[config.mk]
export PLATFORM = sky130hd
export DESIGN_NAME = text_overlay_ctrl
export DESIGN_NICKNAME = d
export VERILOG_FILES = /design/src/rtl/text_overlay_ctrl.sv
export SDC_FILE = /design/constraint.sdc
export NUM_CORES = 1
export LEC_CHECK = 0
export ABC_AREA = 1
export BUFFER_PORTS_ARGS = -buffer_cell sky130_fd_sc_hd__buf_2
export CAP_MARGIN = 10
export CORE_UTILIZATION = 39
export DETAILED_ROUTE_END_ITERATION = 12
export SKIP_CTS_REPAIR_TIMING = 1
export SYNTH_ARGS = -nofsm -noshare
export SYNTH_HDL_FRONTEND = slang
export SYNTH_SLANG_ARGS = --single-unit
[constraint.sdc]
create_clock -name clk -period 5.8 [get_ports clk]
set_input_delay 0.29 -clock clk [delete_from_list [all_inputs] [get_ports clk]]
set_output_delay 0.29 -clock clk [all_outputs]
set_load 0.02 [all_outputs]
[src/rtl/text_overlay_ctrl.sv]
// text_overlay_ctrl: single-line text overlay sequencer.
// Keeps a double-buffered line of character codes, drives the glyph ROM
// address from the pixel coordinate and returns a lit/unlit pixel two
// cycles after the coordinate was presented.
module text_overlay_ctrl #(
    parameter int unsigned ADDR_WIDTH = 5,
    parameter int unsigned CHARS      = 16,
    parameter int unsigned X0         = 64,
    parameter int unsigned Y0         = 32,
    parameter int unsigned SCALE_LOG2 = 1,
    parameter logic [ADDR_WIDTH-1:0] BLANK_CODE = ADDR_WIDTH'(5'b11111)
) (
    input  logic                       clk,
    input  logic                       rst_n,
    input  logic                       frame_start,
    input  logic                       active,
    input  logic [9:0]                 hpos,
    input  logic [9:0]                 vpos,
    input  logic                       wr_valid,
    output logic                       wr_ready,
    input  logic [$clog2(CHARS)-1:0]   wr_idx,
    input  logic [ADDR_WIDTH-1:0]      wr_char,
    input  logic                       commit,
    output logic                       commit_done,
    output logic [ADDR_WIDTH-1:0]      rom_char,
    output logic [2:0]                 rom_row,
    output logic [2:0]                 rom_col,
    input  logic                       rom_dot,
    output logic                       pixel_valid,
    output logic                       pixel_on
);

    localparam int unsigned IDX_W       = $clog2(CHARS);
    localparam int unsigned DOT_PX      = 1 << SCALE_LOG2;
    localparam int unsigned X_END       = X0 + CHARS * 8 * DOT_PX;
    localparam int unsigned Y_END       = Y0 + 8 * DOT_PX;
    // Glyph ROM rows at and above this code are not populated.
    localparam int unsigned FIRST_UNPOP = 30;

    typedef enum logic {
        ST_IDLE    = 1'b0,
        ST_PENDING = 1'b1
    } state_e;

    state_e                  state_q, state_d;
    logic                    wr_ready_q, wr_ready_d;
    logic                    commit_done_q, commit_done_d;
    logic                    swap_c;
    logic                    wr_fire_c;

    logic [ADDR_WIDTH-1:0]   shadow_q [CHARS];
    logic [ADDR_WIDTH-1:0]   front_q  [CHARS];

    logic [10:0]             hpos_x_c, vpos_x_c;
    logic [10:0]             dx_c, dy_c;
    logic                    inwin_c;
    logic [IDX_W-1:0]        idx_c;
    logic [2:0]              col_c, row_c;

    logic [IDX_W-1:0]        s1_idx_q;
    logic [2:0]              s1_col_q, s1_row_q;
    logic                    s1_inwin_q, s1_active_q;

    logic                    pixel_valid_q, pixel_on_q;

    assign wr_ready    = wr_ready_q;
    assign commit_done = commit_done_q;
    assign pixel_valid = pixel_valid_q;
    assign pixel_on    = pixel_on_q;
    assign wr_fire_c   = wr_valid && wr_ready_q;

    // Commit FSM next-state: arm on commit, swap buffers on the next frame_start.
    always_comb begin
        state_d       = state_q;
        swap_c        = 1'b0;
        commit_done_d = 1'b0;
        case (state_q)
            ST_IDLE: begin
                if (commit) begin
                    state_d = ST_PENDING;
                end
            end
            ST_PENDING: begin
                if (frame_start) begin
                    swap_c        = 1'b1;
                    commit_done_d = 1'b1;
                    state_d       = ST_IDLE;
                end
            end
        endcase
        wr_ready_d = (state_d == ST_IDLE);
    end

    // Commit FSM state and handshake outputs.
    always_ff @(posedge clk) begin
        if (!rst_n) begin
            state_q       <= ST_IDLE;
            wr_ready_q    <= 1'b0;
            commit_done_q <= 1'b0;
        end else begin
            state_q       <= state_d;
            wr_ready_q    <= wr_ready_d;
            commit_done_q <= commit_done_d;
        end
    end

    // Character buffers: host writes land in shadow, whole line copied to front on swap.
    always_ff @(posedge clk) begin
        if (!rst_n) begin
            for (int unsigned i = 0; i < CHARS; i++) begin
                shadow_q[IDX_W'(i)] <= BLANK_CODE;
                front_q[IDX_W'(i)]  <= BLANK_CODE;
            end
        end else begin
            if (wr_fire_c) begin
                shadow_q[wr_idx] <= wr_char;
            end
            if (swap_c) begin
                for (int unsigned i = 0; i < CHARS; i++) begin
                    front_q[IDX_W'(i)] <= shadow_q[IDX_W'(i)];
                end
            end
        end
    end

    // Window test and glyph cell/dot coordinates for the incoming pixel.
    always_comb begin
        hpos_x_c = {1'b0, hpos};
        vpos_x_c = {1'b0, vpos};
        dx_c     = hpos_x_c - 11'(X0);
        dy_c     = vpos_x_c - 11'(Y0);
        inwin_c  = active
                   && (hpos_x_c >= 11'(X0)) && (hpos_x_c < 11'(X_END))
                   && (vpos_x_c >= 11'(Y0)) && (vpos_x_c < 11'(Y_END));
        idx_c    = IDX_W'(dx_c >> (3 + SCALE_LOG2));
        col_c    = 3'(dx_c >> SCALE_LOG2);
        row_c    = 3'(dy_c >> SCALE_LOG2);
    end

    // Stage 1: register coordinate decode.
    always_ff @(posedge clk) begin
        if (!rst_n) begin
            s1_idx_q    <= '0;
            s1_col_q    <= '0;
            s1_row_q    <= '0;
            s1_inwin_q  <= 1'b0;
            s1_active_q <= 1'b0;
        end else begin
            s1_idx_q    <= idx_c;
            s1_col_q    <= col_c;
            s1_row_q    <= row_c;
            s1_inwin_q  <= inwin_c;
            s1_active_q <= active;
        end
    end

    // Glyph ROM address; outside the window point at the blank glyph.
    always_comb begin
        rom_char = BLANK_CODE;
        rom_row  = 3'd0;
        rom_col  = 3'd0;
        if (s1_inwin_q) begin
            rom_char = front_q[s1_idx_q];
            rom_row  = s1_row_q;
            rom_col  = s1_col_q;
        end
    end

    // Stage 2: register the returned dot, masking blank and unpopulated codes.
    always_ff @(posedge clk) begin
        if (!rst_n) begin
            pixel_valid_q <= 1'b0;
            pixel_on_q    <= 1'b0;
        end else begin
            pixel_valid_q <= s1_active_q;
            pixel_on_q    <= s1_inwin_q
                             && (rom_char != BLANK_CODE)
                             && (32'(rom_char) < FIRST_UNPOP)
                             && rom_dot;
        end
    end

endmodule

==> results.yml <==
timing:
  worstMarginPinSlew_ns: 1.07
  relSlewSlack_pct: 28.4
  rsz0062_at_grt: "false"
  finalSetupTns_ns: 0
  max_freq_ghz: 0.359
  final_max_slew_viol_count: 0
  setup-violations-final: 0
  period_needed_ns: 2.79
  hold_viol: 0
  fin_ws_ns: 3.01
  fin_worst_skew_ns: 0.00724
  fin_crit_sh_pct: 48.1
clocking:
  clock_latency_ns: 0.42
  cts_sinks: 177
  cts_tree: "yes"
  cts-root-buf: "clkbuf_16"
  clk_path_buf_depth: 2
  path_clk_slew_ns: 0.06
  cts_buffers: 17
  cts.htree.levels: 4
die:
  die-area_um2: 19600
  die_width_um: 140
  core_area_um2: 18600
  die_y_um: 140
  start_util_pct: 39.8
  std_cell_rows: 50
  num_io_pins: 51
logic_synthesis:
  ys_seq_area_share_pct: 69.4
  synth_top_cell_area_share_pct: 64.8
  yosys.area_share.xor_xnor_pct: 0
  synth_top_area_cell: "edfxtp_1"
  synth.area.mux_share_pct: 0
  yosysWarnings: 0
  ys_top_cells_by_area: "edfxtp_1 65%, nand2_1 9.2%, or2_2 6.7%, dfxtp_1 4.6%, inv_1 3.2%"
  synth_cell_types: 24
  synth-compound-area-share_pct: 2.80
  syn_inst: 674
  synthSimpleGateAreaFrac_pct: 22.1
  ys_ff_latch: 177
  syn-cell-area_um2: 7420
  mappedNetlistNets: 712
  avgSynthCellArea_um2: 11.0
  synth_top_family_by_area: "simple AND/OR/NAND/NOR gates"
  synth_adder_area_share_pct: 0.337
critical_path:
  slowest_stage: "inv_2"
  reg2reg_slack_ns: 3.64
  r2r_cells: 11
  crit_fanout: 42
  reg2reg_to: "pixel_on$_SDFF_PN0_"
  slowest_delay_ns: 0.41
  critical_path_class: "reg -> out"
  crit_chain: "buf_4, inv_2, o21ai_0, o221ai_1, nand3_1, nand3_1, buf_2"
  path_common_cell: "nand3_1"
  crit_arrival_ns: 2.50
  cp-end-kind: "output pin"
  start_kind: "flip-flop"
  cp.required_ns: 5.51
layout:
  layout-drive-gt1-share_pct: 22.6
  fin_cells: 959
  area_growth_pct: 12.8
  antenna_cells: 0
  fin_nets: 750
  fin_area_um2: 8370
  multi_input_area_um2: 1880
  seq_area_um2: 5140
  fillers: 1711
global_route:
  grt_max_degree: 82
  antenna_found_initial: 0
  grt_pass1_vias: 4535
  grt_usage_pct: 16.0
  grt_overflow: 0
  grt_pass1_wl_um: 23300
status:
  outcome: "completed"
hold_path:
  hold_depth: 3
  holdPathEnd: "s1_row_q[0]$_SDFF_PN0_"
  min_path_type: "in -> reg"
  min-delay-start: "vpos[1]"
place:
  dp.cells: 927
  port_buffers: 49
  globalplace.congestion: 0.825
  pre_cts_slack_ns: 2.84
  dp_hpwl_um: 9420
  place_area_um2: 7820
route:
  wl_um: 14800
  drc: 0
  vias_per_cell: 4.83
  ant_nets: 0
  dr.first_iter.drc_count: 374
  drt_first_pass_iters: 5
  wl_per_cell_um: 15.4
  num_vias: 4631
power:
  vdd_drop_max_uv: 118
  powerDensity_nw_per_um2: 311
  p_leak_nw: 2.79
flow_run:
  cap_viol_max_count: 0
==> critical path, delay by kind of cell (launching register included) <==
| family | cells | cell delay, ns |
|---|---|---|
| buffers and inverters | 3 | 1.00 |
| AO/OA/AOI/OAI | 2 | 0.51 |
| AND/OR/NAND/NOR | 2 | 0.23 |
| flip-flops | 1 | 0.31 |
==> per-layer routing <==
layer / routed length [um] / share of wire (%) / global-route usage (%) / up-vias
met4: 514 / 3.5 / 9.14 / 0
met5: 0 / 0 / 0 / -
li1: - / - / - / 2284
met3: 780 / 5.3 / 3.35 / 43
met1: 6650 / 45 / 19.7 / 2148
met2: 6850 / 46 / 26.4 / 156
==> cell families after synthesis <==
group           count (synthesis)
buf+inv                        97
flops                         177
simple gates                  361
compound gates                 37
fa+ha+maj                       2
==> placed cells by master (no fill, tap or decap), drive strengths merged <==
cell / netlist / routed
o211ai: 2 / 2
bufinv: 0 / 1
o22ai: 1 / 1
nor2: 46 / 46
o221ai: 3 / 3
nand4: 1 / 1
or2: 80 / 80
clkinv: 1 / 4
a211oi: 2 / 2
dfxtp: 17 / 17
clkbuf: 19 / 20
nor3: 2 / 2
buf: 12 / 50
edfxtp: 160 / 160
ha: 2 / 2
clkinvlp: 0 / 6
nor4b: 2 / 2
nand3: 48 / 48
inv: 65 / 67
o21ai: 29 / 29
nand2: 182 / 182
==> final cells by class <==
cell class / instances / area share, %
clock buffer: 20 / 5.22
clock inverter: 12 / 1.33
inverter: 66 / 2.96
multi-input combinational: 400 / 22.5
sequential: 177 / 61.5
tap: 234 / 3.50
timing repair buffer: 50 / 3.02
==> how the worst max path moves through the flow <==
| stage | start | endpoint | slack, ns | cells after the start |
|---|---|---|---|---|
| 6_report | flip-flop | rom_char[0] | 3.01 | 7 |
| 5_1_grt | flip-flop | rom_char[4] | 2.79 | 7 |
| 4_1_cts | flip-flop | rom_char[0] | 2.97 | 7 |
| 3_5_place_dp | rst_n | front_q[1][3]$_SDFFCE_PN1P_ | 2.84 | 5 |
| 3_3_place_gp | rst_n | front_q[9][0]$_SDFFCE_PN1P_ | 2.94 | 5 |
| 2_1_floorplan | rst_n | front_q[0][0]$_SDFFCE_PN1P_ | 3.07 | 2 |
==> sequential cells by signal, indices dropped and copies added, names as in the netlist, named ones only <==
name	flops
commit_done	1
front_q	80
pixel_on	1
pixel_valid	1
s1_active_q	1
s1_col_q	3
s1_inwin_q	1
s1_row_q	3
shadow_q	80
state_q	1
wr_ready	1
==> Yosys cell counts <==
master    count
inv_1        63
inv_2         2
nor4b_1       2
ha_1          2
dfxtp_1      17
nand2_1     182
o221ai_1      3
a211oi_1      2
buf_6         2
clkinv_1      1
nor2_1       46
o21ai_0      27
edfxtp_1    160
nor3_1        2
o21ai_1       2
buf_2         7
buf_4         3
o22ai_1       1
o211ai_1      2
nand3_2       2
or2_2        80
nand4_1       1
nand3_1      46
clkbuf_1     19
==> stage by stage <==
step                total power [mW]  util [%]  hold WS (ns)
floorplan                       1.51         -         0.362
global placement                1.56      41.9         0.406
detailed placement              1.56      41.9         0.413
CTS                             2.61      44.9        0.0389
global route                    2.68      44.9        0.0609
finish                          2.60      44.9        0.0542
==> power breakdown <==
group	leakage, nW	switching [mW]	total (mW)	internal, mW
Sequential	1.27	0.00698	1.41	1.40
Combinational	1.27	0.0965	0.125	0.0284
Clock	0.249	0.476	1.07	0.592
Note: power is estimated with default switching activity, not from simulation.
